### src/rtl/boundary_scan_register.sv
// Boundary-scan data register: WIDTH capture/shift/update cells chained TDI -> cell[WIDTH-1] -> cell[0] -> TDO.
// Strobes are single-TCK synchronous enables from the TAP controller. Pins are muxed between functional and update values.
module boundary_scan_register #(
  parameter int unsigned              WIDTH      = 8,
  parameter logic [WIDTH-1:0]         SAFE_VALUE = {WIDTH{1'b0}},
  parameter int unsigned              CNT_W      = $clog2(WIDTH + 1)
) (
  input  logic             TCK,
  input  logic             TRST_n,
  input  logic             TDI,
  input  logic             CaptureDR,
  input  logic             ShiftDR,
  input  logic             UpdateDR,
  input  logic             Mode,
  input  logic [WIDTH-1:0] sys_pin,
  output logic [WIDTH-1:0] module_pin,
  output logic             TDO,
  output logic [CNT_W-1:0] shift_cnt
);

  localparam logic [CNT_W-1:0] CNT_FULL = CNT_W'(WIDTH);

  logic [WIDTH-1:0] shift_q, shift_d;
  logic [WIDTH-1:0] upd_q, upd_d;
  logic [CNT_W-1:0] cnt_q, cnt_d;

  // Capture outranks shift, so a held CaptureDR freezes the chain on sys_pin.
  always_comb begin
    shift_d = shift_q;
    cnt_d   = cnt_q;
    if (CaptureDR) begin
      shift_d = sys_pin;
      cnt_d   = '0;
    end else if (ShiftDR) begin
      shift_d = {TDI, shift_q[WIDTH-1:1]};
      if (cnt_q != CNT_FULL) begin
        cnt_d = cnt_q + 1'b1;
      end
    end
  end

  // Update latches the word as it stood before this edge's capture/shift.
  always_comb begin
    upd_d = upd_q;
    if (UpdateDR) begin
      upd_d = shift_q;
    end
  end

  always_ff @(posedge TCK or negedge TRST_n) begin
    if (!TRST_n) begin
      shift_q <= '0;
      upd_q   <= SAFE_VALUE;
      cnt_q   <= '0;
    end else begin
      shift_q <= shift_d;
      upd_q   <= upd_d;
      cnt_q   <= cnt_d;
    end
  end

  assign module_pin = Mode ? upd_q : sys_pin;
  assign TDO        = shift_q[0];
  assign shift_cnt  = cnt_q;

endmodule

### config.mk
export PLATFORM = sky130hd
export DESIGN_NAME = boundary_scan_register
export DESIGN_NICKNAME = d
export VERILOG_FILES = /design/src/rtl/boundary_scan_register.sv
export SDC_FILE = /design/constraint.sdc
export NUM_CORES = 1
export LEC_CHECK = 0
export ABC_AREA = 1
export CAP_MARGIN = 20
export CORE_ASPECT_RATIO = 1.5
export CORE_MARGIN = 3
export CORE_UTILIZATION = 30
export CTS_CLUSTER_DIAMETER = 200
export DETAILED_ROUTE_END_ITERATION = 10
export SLEW_MARGIN = 15
export SYNTH_ARGS = -nofsm -noshare
export SYNTH_HDL_FRONTEND = slang
export SYNTH_SLANG_ARGS = --single-unit
### constraint.sdc
create_clock -name TCK -period 1.4 [get_ports TCK]
set_clock_uncertainty 0.1 [all_clocks]
set_input_delay 0.42 -clock TCK [delete_from_list [all_inputs] [get_ports TCK]]
set_output_delay 0.42 -clock TCK [all_outputs]
set_load 0.02 [all_outputs]
==> run_results.csv <==
group,metric,value,unit
worst_setup_path,rr_endpoint,"shift_cnt[3]",
worst_setup_path,cp-startpoint,"Mode",
job,drv_cap,0,
synth,syn_inst,125,
finish,fin_util,50.0,%
worst_setup_path,critical_path_required,0.88,ns
detailed_routing,routed_wl,2490,um
finish,drive_gt1_share,39.8,%
min_path,holdPathStages,2,
worst_setup_path,critPathKind,"in -> out",
timing,worst_pin_slew,0.187,ns
power,pwr-share-clk,34.6,%
grt,grt_max_degree,21,
power,p_int,1.22,mW
grt,overflow,0,
detailed_routing,avgRoutedWirePerCell,11.5,um
floorplanning,rows,25,
run_status,violations,"negative setup slack",
floorplanning,core,3280,um2
clock_network,cts_buffers,3,
timing,rsz0062_at_grt,"yes",
timing,fmax,632,MHz
clock_network,h-tree-depth,1,
grt,antenna_found_initial,0,
synth,yosysTopAreaCell,"dfrtp_1",
synth,ys_types,22,
detailed_routing,first_iter_violations,13,
timing,worst_slack,-0.182,ns
timing,relSlewSlack,87.5,%
worst_setup_path,end_kind,"output pin",
power,p_sw_share,26.5,%
power,power_density,1010,nW/um2
placed_design,gp_congestion,0.822,
synth,synth_seq_cells,20,
worst_setup_path,crit_path_end,"module_pin[2]",
synth,synth_top_area_share,47.2,%
worst_setup_path,start_kind,"input port",
synth,synth_area_per_cell,8.48,um2
placed_design,dp_cells,211,
clock_network,cts_tree,"yes",
power,pwr-share-seq,39.9,%
placed_design,port_buffers,27,
placed_design,preCtsSetupSlack,-1.04,ns
min_path,hp-class,"reg -> reg",
clock_network,clk_pin_slew_worst_paths,0.08,ns
detailed_routing,first_pass_iters,4,
floorplanning,die_w,54.5,um
run_status,outcome,"finished with violations",
detailed_routing,drc,0,
finish,nNetsFinal,194,
timing,slew_violations,0,
worst_setup_path,crit_fanout,5,
worst_setup_path,rr_startpoint,"shift_cnt[0]",
finish,area_growth,54.9,%
detailed_routing,vias,992,
clock_network,holdBufCountCts,0,
synth,netlist_area,1060,um2
floorplanning,ios,28,
clock_network,clock_latency,0.26,ns
finish,n_fill_cell,332,
grt,grt_usage,12.9,%
synth,ys.warnings.count,0,
worst_setup_path,r2r_setup_slack,0.10,ns
grt,grt_pass1_vias,1001,
power,power.leakage,0.815,nW
finish,fin_area,1640,um2
worst_setup_path,crit_arrival,1.06,ns
synth,ys_seq_area_share,47.2,%
detailed_routing,ant_nets,0,
clock_network,clock_sinks,20,
timing,final.min_clock_period,1.58,ns
power,power_switching,441,uW
finish,stdcell_count,216,
floorplanning,fp.dieH,78.8,um
synth,syn-num-nets,142,
synth,ys_top_cells_by_area,"dfrtp_1 47%, nand2_1 8.9%, inv_1 6.7%, nor2_1 5.0%, a21oi_1 4.3%",
placed_design,hpwl,1850,um
clock_network,cts_buffer_depth,2,
timing,setup_viol,8,
worst_setup_path,rr_worst_depth,8,
detailed_routing,viasPerCell,4.59,
grt,grt_pass1_wl,4220,um
placed_design,placed_area,1540,um2
timing,period_share,113,%
floorplanning,die_area,4300,um2
clock_network,cts_root_buffer,"clkbuf_8",
power,ir_drop,0.701,mV
floorplanning,start_util,32.3,%
power,comb_power_share,25.5,%
timing,finalHoldViolCount,0,
finish,n_antenna_cell,0,
## worst min-delay path by stage
stage,end,slack (ns),start
2_1_floorplan,shift_cnt[0],0.02,TRST_n
3_3_place_gp,upd_q[5],0.36,shift_q[5]
3_5_place_dp,upd_q[5],0.37,shift_q[5]
4_1_cts,upd_q[5],0.39,shift_q[5]
5_1_grt,upd_q[4],0.41,TRST_n
6_report,upd_q[5],0.39,shift_q[5]
## layout make-up
| class | count | area (um2) | area share (%) |
|---|---|---|---|
| Multi-Input combinational cell | 81 | 507 | 30.9 |
| Timing Repair Buffer | 52 | 442 | 26.9 |
| Clock inverter | 1 | 30.0 | 1.83 |
| Clock buffer | 3 | 41.3 | 2.52 |
| Tap cell | 40 | 50.0 | 3.05 |
| Sequential cell | 20 | 500 | 30.5 |
| Inverter | 19 | 71.3 | 4.34 |
## per-stage QoR
| stage | hold slack, ns | setup TNS [ns] | total power [mW] |
|---|---|---|---|
| 6_report | 0.391 | -0.832 | 1.67 |
| 5_1_grt | 0.406 | -1.04 | 1.76 |
| 4_1_cts | 0.390 | -0.798 | 1.66 |
| 3_5_place_dp | 0.371 | -11.76 | 1.09 |
| 3_3_place_gp | 0.364 | -11.63 | 1.08 |
| 2_1_floorplan | 0.0244 | -0.291 | 0.878 |
## metal layers
| metal | vias up | wire length [um] | GRT usage [%] |
|---|---|---|---|
| li1 | 505 | - | - |
| met1 | 461 | 1040 | 15.0 |
| met2 | 20 | 1300 | 22.9 |
| met3 | 6 | 105 | 2.06 |
| met4 | 0 | 43 | 4.49 |
| met5 | - | 0 | 0 |
## cells by family after synthesis
family	Yosys count	synth area share, %
AO/OA/AOI/OAI	30	19.5
adder cells (fa/ha/maj)	2	2.36
AND/OR/NAND/NOR	46	17.6
buffers and inverters	24	10.4
flip-flops	20	47.2
multiplexers	2	2.12
XOR/XNOR	1	0.827
## registers in the layout, indices dropped and copies added, names as in the netlist
| name | flops |
|---|---|
| shift_q | 8 |
| upd_q | 8 |
| shift_cnt | 4 |
## worst max-delay path: stages
cell and delay (ns):
buf_6 0.09, buf_6 0.12, mux2_4 0.30, buf_6 0.13
## power groups by stage
stage	Combinational [mW]	Sequential [mW]	Clock (mW)
detailed placement	0.414	0.676	0
floorplan	0.191	0.686	0
global placement	0.406	0.676	0
global route	0.468	0.672	0.623
finish	0.425	0.665	0.576
CTS	0.408	0.665	0.584
## synth_stat cells
cell	number
o21ai_2	5
clkbuf_1	1
buf_4	1
o21ai_1	1
nor2_1	14
nand3_1	3
o211ai_2	3
o211ai_1	2
xnor2_1	1
o22ai_2	1
o21bai_1	1
nand4_1	3
or2_1	1
buf_6	2
nand2_1	25
o21ai_0	8
ha_1	2
dfrtp_1	20
buf_2	1
inv_1	19
a21oi_1	9
mux2_2	2
## cell usage in the layout (no fill, tap or decap), types with 2 or more instances in the layout
master	count
o211ai_2	3
a21oi_1	5
dfrtp_1	20
nand4_1	3
nand3_2	2
buf_4	27
dlygate4sd2_1	4
nor2_1	12
o21ai_1	2
clkdlybuf4s15_1	5
nand2_1	24
clkbuf_8	3
o21ai_0	6
o21ai_2	6
buf_2	5
buf_6	6
clkdlybuf4s50_1	3
a21oi_2	3
inv_1	16
inv_2	3
o211ai_1	2
## timing repair
item / 4_1_cts / 5_1_grt
buffers inserted: 1 / 0
gates resized for setup: 90 / 14
cloned: 0 / 0
pin swaps: 6 / 5
setup endpoints to repair: 23 / 12
(Power assumes the default switching activity.)
